## src/rtl/apb4_completer_regfile_if.sv

```systemverilog
// APB4 bus bundle between a requester and the register-file completer.
interface apb4_completer_regfile_if #(
  parameter int unsigned PADDR_SIZE = 8,
  parameter int unsigned PDATA_SIZE = 32
);
  logic                    psel;
  logic                    penable;
  logic                    pwrite;
  logic [PADDR_SIZE-1:0]   paddr;
  logic [PDATA_SIZE/8-1:0] pstrb;
  logic [PDATA_SIZE-1:0]   pwdata;
  logic [PDATA_SIZE-1:0]   prdata;
  logic                    pready;
  logic                    pslverr;

  modport master (
    output psel, penable, pwrite, paddr, pstrb, pwdata,
    input  prdata, pready, pslverr
  );

  modport slave (
    input  psel, penable, pwrite, paddr, pstrb, pwdata,
    output prdata, pready, pslverr
  );
endinterface

```

## src/rtl/apb4_completer_regfile.sv

```systemverilog
// APB4 completer exposing NUM_REGS data-width registers with a fixed number of wait states.
module apb4_completer_regfile #(
  parameter int unsigned PADDR_SIZE  = 8,
  parameter int unsigned PDATA_SIZE  = 32,
  parameter int unsigned NUM_REGS    = 16,
  parameter int unsigned WAIT_CYCLES = 1
) (
  input logic                     pclk,
  input logic                     preset,
  apb4_completer_regfile_if.slave apb
);

  localparam int unsigned StrbW     = PDATA_SIZE / 8;
  localparam int unsigned AlignBits = (StrbW > 1) ? $clog2(StrbW) : 0;
  localparam int unsigned RegIdxW   = (NUM_REGS > 1) ? $clog2(NUM_REGS) : 1;
  localparam logic [PADDR_SIZE-1:0] AlignMask = PADDR_SIZE'((1 << AlignBits) - 1);
  localparam logic [3:0] WaitCnt = 4'(WAIT_CYCLES);

  typedef enum logic [1:0] {StIdle, StWait, StDone} state_e;

  state_e                  state_q, state_d;
  logic [3:0]              cnt_q, cnt_d;
  logic [PADDR_SIZE-1:0]   addr_q;
  logic [RegIdxW-1:0]      reg_idx_q;
  logic                    write_q;
  logic [StrbW-1:0]        strb_q;
  logic [PDATA_SIZE-1:0]   wdata_q;
  logic [PDATA_SIZE-1:0]   regs_q [NUM_REGS];

  logic                    pready_q, pready_d;
  logic                    pslverr_q, pslverr_d;
  logic [PDATA_SIZE-1:0]   prdata_q, prdata_d;

  logic                    setup;
  logic                    commit;
  logic [PADDR_SIZE-1:0]   sel_addr;
  logic                    sel_write;
  logic [PADDR_SIZE-1:0]   sel_idx;
  logic [RegIdxW-1:0]      sel_reg_idx;
  logic                    sel_err;

  assign setup = apb.psel && !apb.penable;

  // In IDLE the transfer is being captured this very edge, so decode the live bus;
  // afterwards only the captured copy counts.
  assign sel_addr    = (state_q == StIdle) ? apb.paddr : addr_q;
  assign sel_write   = (state_q == StIdle) ? apb.pwrite : write_q;
  assign sel_idx     = sel_addr >> AlignBits;
  assign sel_reg_idx = sel_idx[RegIdxW-1:0];
  assign sel_err     = ((sel_addr & AlignMask) != '0) || (32'(sel_idx) >= NUM_REGS);

  // State and wait counter register
  always_ff @(posedge pclk) begin
    if (preset) begin
      state_q <= StIdle;
      cnt_q   <= '0;
    end else begin
      state_q <= state_d;
      cnt_q   <= cnt_d;
    end
  end

  // Next-state logic: setup -> wait states -> single DONE cycle, abort on dropped psel/penable
  always_comb begin
    state_d = state_q;
    cnt_d   = cnt_q;
    unique case (state_q)
      StIdle: begin
        if (setup) begin
          cnt_d   = WaitCnt;
          state_d = (WAIT_CYCLES == 0) ? StDone : StWait;
        end
      end
      StWait: begin
        if (!(apb.psel && apb.penable)) begin
          state_d = StIdle;
          cnt_d   = '0;
        end else begin
          cnt_d = cnt_q - 4'd1;
          if (cnt_q == 4'd1) state_d = StDone;
        end
      end
      StDone:  state_d = StIdle;
      default: state_d = StIdle;
    endcase
  end

  // Output logic: response registers are loaded on the edge entering DONE, zero elsewhere
  always_comb begin
    pready_d  = (state_d == StDone);
    pslverr_d = 1'b0;
    prdata_d  = '0;
    if (state_d == StDone) begin
      pslverr_d = sel_err;
      if (!sel_err && !sel_write) prdata_d = regs_q[sel_reg_idx];
    end
    commit = (state_q == StDone) && apb.psel && apb.penable && write_q && !pslverr_q;
  end

  // Response registers
  always_ff @(posedge pclk) begin
    if (preset) begin
      pready_q  <= 1'b0;
      pslverr_q <= 1'b0;
      prdata_q  <= '0;
    end else begin
      pready_q  <= pready_d;
      pslverr_q <= pslverr_d;
      prdata_q  <= prdata_d;
    end
  end

  // Capture the transfer attributes at the setup edge; later bus changes are ignored
  always_ff @(posedge pclk) begin
    if (preset) begin
      addr_q    <= '0;
      reg_idx_q <= '0;
      write_q   <= 1'b0;
      strb_q    <= '0;
      wdata_q   <= '0;
    end else if (state_q == StIdle && setup) begin
      addr_q    <= apb.paddr;
      reg_idx_q <= sel_reg_idx;
      write_q   <= apb.pwrite;
      strb_q    <= apb.pstrb;
      wdata_q   <= apb.pwdata;
    end
  end

  // Register file: byte-lane write commit at the end of the DONE cycle
  always_ff @(posedge pclk) begin
    if (preset) begin
      for (int r = 0; r < NUM_REGS; r++) regs_q[r] <= '0;
    end else if (commit) begin
      for (int b = 0; b < StrbW; b++) begin
        if (strb_q[b]) regs_q[reg_idx_q][b*8 +: 8] <= wdata_q[b*8 +: 8];
      end
    end
  end

  assign apb.pready  = pready_q;
  assign apb.pslverr = pslverr_q;
  assign apb.prdata  = prdata_q;

endmodule

```

## src/flat_wrapper.sv

```systemverilog
// flat-port wrapper written by rule: the top's interface ports become plain ports
module apb4_completer_regfile_flat 
#(
  parameter int unsigned PADDR_SIZE  = 8,
  parameter int unsigned PDATA_SIZE  = 32,
  parameter int unsigned NUM_REGS    = 16,
  parameter int unsigned WAIT_CYCLES = 1
)
  (pclk, preset, apb_psel, apb_penable, apb_pwrite, apb_paddr, apb_pstrb, apb_pwdata, apb_prdata, apb_pready, apb_pslverr);
  apb4_completer_regfile_if #(.PADDR_SIZE(PADDR_SIZE), .PDATA_SIZE(PDATA_SIZE)) apb_i ();
  input logic pclk;
  input logic preset;
  input wire logic [$bits(apb_i.psel)-1:0] apb_psel;
  input wire logic [$bits(apb_i.penable)-1:0] apb_penable;
  input wire logic [$bits(apb_i.pwrite)-1:0] apb_pwrite;
  input wire logic [$bits(apb_i.paddr)-1:0] apb_paddr;
  input wire logic [$bits(apb_i.pstrb)-1:0] apb_pstrb;
  input wire logic [$bits(apb_i.pwdata)-1:0] apb_pwdata;
  output wire logic [$bits(apb_i.prdata)-1:0] apb_prdata;
  output wire logic [$bits(apb_i.pready)-1:0] apb_pready;
  output wire logic [$bits(apb_i.pslverr)-1:0] apb_pslverr;
  assign apb_i.psel = apb_psel;
  assign apb_i.penable = apb_penable;
  assign apb_i.pwrite = apb_pwrite;
  assign apb_i.paddr = apb_paddr;
  assign apb_i.pstrb = apb_pstrb;
  assign apb_i.pwdata = apb_pwdata;
  assign apb_prdata = apb_i.prdata;
  assign apb_pready = apb_i.pready;
  assign apb_pslverr = apb_i.pslverr;
  apb4_completer_regfile #(.PADDR_SIZE(PADDR_SIZE), .PDATA_SIZE(PDATA_SIZE), .NUM_REGS(NUM_REGS), .WAIT_CYCLES(WAIT_CYCLES)) u_core (.pclk(pclk), .preset(preset), .apb(apb_i));
endmodule
```

## config.mk

```make
export PLATFORM = sky130hd
export DESIGN_NAME = apb4_completer_regfile_flat
export DESIGN_NICKNAME = d
export VERILOG_FILES = /design/src/rtl/apb4_completer_regfile_if.sv /design/src/rtl/apb4_completer_regfile.sv /design/src/flat_wrapper.sv
export SDC_FILE = /design/constraint.sdc
export NUM_CORES = 1
export LEC_CHECK = 0
export CAP_MARGIN = 20
export CORE_MARGIN = 4
export CORE_UTILIZATION = 30
export DETAILED_ROUTE_END_ITERATION = 16
export HOLD_SLACK_MARGIN = 0.12
export PLACE_DENSITY = 0.57
export SLEW_MARGIN = 15
export SYNTH_ARGS = -nofsm -noshare
export SYNTH_HDL_FRONTEND = slang
export SYNTH_SLANG_ARGS = --single-unit
```

## constraint.sdc

```tcl
create_clock -name pclk -period 6.7 [get_ports pclk]
set_clock_uncertainty 0.1 [all_clocks]
set_input_delay 1.34 -clock pclk [delete_from_list [all_inputs] [get_ports pclk]]
set_output_delay 1.34 -clock pclk [all_outputs]
set_load 0.01 [all_outputs]
```

==> reports/summary.log <==
INFO  floorplanning  starting_density_of_the_core=30.2%
INFO  floorplanning  die-area=97500um2
INFO  clock_network  tritoncts=yes
INFO  setup_path     cp_slowest_stage_delay=0.66ns
INFO  final_layout   syn2layout_area_growth=14.7%
INFO  synthesis      post_synth_main_area_contributors=sky130_fd_sc_hd__edfxtp_1 (55%), sky130_fd_sc_hd__and2_1 (11%), sky130_fd_sc_hd__dfxtp_1 (6.4%)
INFO  clock_network  post_cts_buffers=0
INFO  synthesis      synth.top_cell.area_share=55.4%
INFO  synthesis      synth.lib_cells_used.distinct=67
INFO  timing         timing.final.crit_period=4.16ns
INFO  synthesis      synth_compound_area_share=10.9%
INFO  final_layout   finish.utilization=34.7%
INFO  detailed_routing dr.first_iter.drc_count=1521
INFO  clock_network  cts_resized=0
INFO  power          cellLeakagePower=11.7nW
INFO  place          port_buffers=82
INFO  setup_path     critical_path.cell_chain=clkdlybuf4s50_1 -> or3b_2 -> buf_4 -> nand2_4 -> buf_4 -> nand2_1 -> a221oi_1 -> a32o_1
INFO  global_routing number_of_global_route_vias_before_repair=18000
INFO  synthesis      yosysWarnings=0
INFO  final_layout   antenna-diode-count=0
INFO  setup_path     crit_type=input pin to register
INFO  detailed_routing final_antenna_net_count=0
INFO  synthesis      synth_fa_ha_area_share=0.0901%
INFO  global_routing grt_pass1_wl=116000um
INFO  timing         maximum_clock_rate=241MHz
INFO  clock_network  numCtsBuffers=69
INFO  place          place_congestion=0.863
INFO  setup_path     worst_path_max_delay_cell=sky130_fd_sc_hd__clkdlybuf4s50_1
INFO  clock_network  clock_insertion_delay_worst_skew=0.61ns
INFO  setup_path     critical_path_required=7.12ns
INFO  clock_network  ctsHtreeMaxLevel=3
INFO  timing         timing.hold.ws=0.366ns
INFO  synthesis      synthXorXnorAreaFrac=0%
INFO  power          ir_drop_worst_vdd=0.140mV
INFO  global_routing maximum_number_of_pins_on_one_net_before_global_route_repair=76
INFO  power          power_frac_clock=44.2%
INFO  timing         max_slew_margin=26.7%
INFO  setup_path     library_cell_appearing_most_often_on_the_critical_path=sky130_fd_sc_hd__buf_4
INFO  floorplanning  die_y=312um
INFO  clock_network  postCtsHoldBufs=0
INFO  floorplanning  io_pins=83
INFO  detailed_routing routed-via-count=18100
INFO  flow_run       maxCapViolations=0
INFO  synthesis      yosys.area_share.simple=21.5%
INFO  synthesis      avgSynthCellArea=12.0um2
INFO  timing         tightest_slew=1.10ns
INFO  floorplanning  num_rows=111
INFO  synthesis      synthTopCellsByCount=sky130_fd_sc_hd__edfxtp_1 (512), sky130_fd_sc_hd__and2_1 (480), sky130_fd_sc_hd__nand2_1 (292)
INFO  global_routing antenna_found_initial=0
INFO  power          cell_internal_pwr=0.00670W
INFO  timing         setup_viol_count_final=0
INFO  power          netSwitchingFraction=22.9%
INFO  floorplanning  die_width=312um
INFO  place          post-dp-hpwl=52000um
INFO  setup_path     path_max_fanout=67
INFO  setup_path     worstSetupStartpointType=input pin
INFO  synthesis      yosys_register_bits=601
INFO  synthesis      synth-async-reset-ratio=0%
INFO  timing         totalNegativeSetupSlack=0ns
INFO  setup_path     timing.critical_path.arrival=4.57ns
INFO  run_status     status=complete, no violations
INFO  detailed_routing wl_per_cell=21.9um
INFO  detailed_routing drc=0
INFO  final_layout   drive_above_1_share=13.3%
INFO  final_layout   nets=2378
INFO  power          pwr-share-comb=6.6%
INFO  timing         setup_slack=2.54ns
INFO  timing         grt_setup_unrepaired=false
INFO  min_path       path_category_of_the_worst_min_delay_check=register to register
INFO  synthesis      syn_area=27800um2
INFO  synthesis      post_synthesis_cell_count=2319
INFO  power          share_seq_of_total_power=49.2%
INFO  synthesis      synth_top_family_by_area=simple AND/OR/NAND/NOR gates
INFO  timing         timing_hold_violations_final=0
INFO  timing         finalCritPeriodShare=62.0%
INFO  timing         timing.final.max_slew_violations=0
INFO  clock_network  clock_pin_slew_of_the_registers_on_the_worst_case_setup_and_hold_paths=0.06ns
INFO  setup_path     setup.worst_path.end_class=register
INFO  synthesis      synth-main-ff-cell=sky130_fd_sc_hd__edfxtp_1
INFO  place          pre_cts_ws=2.00ns
INFO  synthesis      synth-edff-count=512
INFO  power          power.density_cell_area=273nW/um2
INFO  clock_network  cts.sink_count=601
INFO  detailed_routing via_per_inst=4.99
INFO  detailed_routing wl=79400um
INFO  global_routing grt_util_all_layers=15.9%
INFO  synthesis      yosysSeqAreaShare=61.8%
INFO  synthesis      synth_mux_area_share=2.51%
INFO  clock_network  clock_root_buffer=sky130_fd_sc_hd__clkbuf_16
INFO  detailed_routing detail_route.first_pass.iterations=5
INFO  synthesis      top_count_cell_post_synth=sky130_fd_sc_hd__edfxtp_1
INFO  clock_network  cts_buffer_depth=3
INFO  floorplanning  coreArea=91800um2
INFO  global_routing grt_overflow_total=0
INFO  power          total_switching_power=0.00199W
INFO  synthesis      yosysTopAreaCell=sky130_fd_sc_hd__edfxtp_1
INFO  synthesis      synth.net_count=2370
## routing by layer
layer / wire length, um / vias up / global-route usage [%]
li1: - / 8302 / -
met5: 0 / - / 0
met4: 2090 / 0 / 4.98
met2: 37500 / 664 / 26.3
met1: 34200 / 9004 / 21.2
met3: 5600 / 117 / 2.84
## metrics by stage
step / cell area, um2 / power [W] / std cells
global placement: 29500 / 0.00491 / 3498
floorplan: 27800 / 0.00469 / 2319
finish: 31800 / 0.00869 / 3622
global route: 31800 / 0.00896 / 3622
detailed placement: 29500 / 0.00492 / 3498
CTS: 31800 / 0.00875 / 3621
## layout make-up
type                            count  area, um2
Sequential cell                   601      17200
Clock inverter                     36        409
Timing Repair Buffer              104       1040
Multi-Input combinational cell   1546       9760
Fill cell                        8936      60000
Inverter                            5       18.8
Tap cell                         1243       1560
Clock buffer                       87       1890
## flip-flops by register name, summed over array words and instances, names as in the netlist
name	flops
u_core.addr_q	8
u_core.apb.pslverr	1
u_core.wdata_q	32
u_core.apb.prdata	32
u_core.strb_q	4
u_core.cnt_q	4
u_core.write_q	1
u_core.state_q	2
u_core.apb.pready	1
u_core.reg_idx_q	4
u_core.regs_q	512
## final timing paths
check                     from                    to  slack, ns  depth (start not counted)
max               apb_paddr[2]  u_core.apb.prdata[6]       2.54                          8
min           u_core.addr_q[5]      u_core.addr_q[5]       0.37                          2
max reg2reg  u_core.state_q[0]  u_core.apb.prdata[0]       2.94                          6
min reg2reg   u_core.addr_q[5]      u_core.addr_q[5]       0.37                          2
## placed cells by master, fill, tap and decap left out, types with 20 or more instances in the layout
| cell type | count |
|---|---|
| sky130_fd_sc_hd__edfxtp_1 | 512 |
| sky130_fd_sc_hd__a221oi_1 | 36 |
| sky130_fd_sc_hd__nor2_1 | 33 |
| sky130_fd_sc_hd__mux2i_1 | 67 |
| sky130_fd_sc_hd__a21oi_1 | 160 |
| sky130_fd_sc_hd__nor3_1 | 64 |
| sky130_fd_sc_hd__dfxtp_1 | 89 |
| sky130_fd_sc_hd__clkbuf_16 | 72 |
| sky130_fd_sc_hd__nand2_1 | 292 |
| sky130_fd_sc_hd__a32o_1 | 31 |
| sky130_fd_sc_hd__o21ba_1 | 50 |
| sky130_fd_sc_hd__a221oi_2 | 26 |
| sky130_fd_sc_hd__clkdlybuf4s50_1 | 81 |
| sky130_fd_sc_hd__a21oi_2 | 20 |
| sky130_fd_sc_hd__and2_1 | 480 |
| sky130_fd_sc_hd__a31oi_1 | 32 |
| sky130_fd_sc_hd__nand3_1 | 39 |
| sky130_fd_sc_hd__and3_1 | 35 |
| sky130_fd_sc_hd__or2_2 | 60 |
| sky130_fd_sc_hd__nor2_2 | 40 |
## cell families (layout without fill, tap and decap cells)
group           Yosys count  in the layout
mux                      69             69
compound gates          389            389
buf+inv                 172            232
flops                   601            601
fa+ha+maj                 2              2
simple gates           1086           1086
## critical path, delay by kind of cell
| kind | cells | cell delay (ns) |
|---|---|---|
| buffers and inverters | 3 | 1.38 |
| and+or+nand+nor | 3 | 1.12 |
| AOI/OAI and AO/OA | 2 | 0.64 |
## power groups by stage
stage / Clock [W] / Combinational (W) / Sequential [W]
6_report: 0.00384 / 0.000570 / 0.00428
5_1_grt: 0.00406 / 0.000614 / 0.00429
4_1_cts: 0.00391 / 0.000566 / 0.00428
3_5_place_dp: 0 / 0.000564 / 0.00436
3_3_place_gp: 0 / 0.000551 / 0.00435
2_1_floorplan: 0 / 0.000414 / 0.00428
No activity file was read; power rests on OpenSTA's default activity.
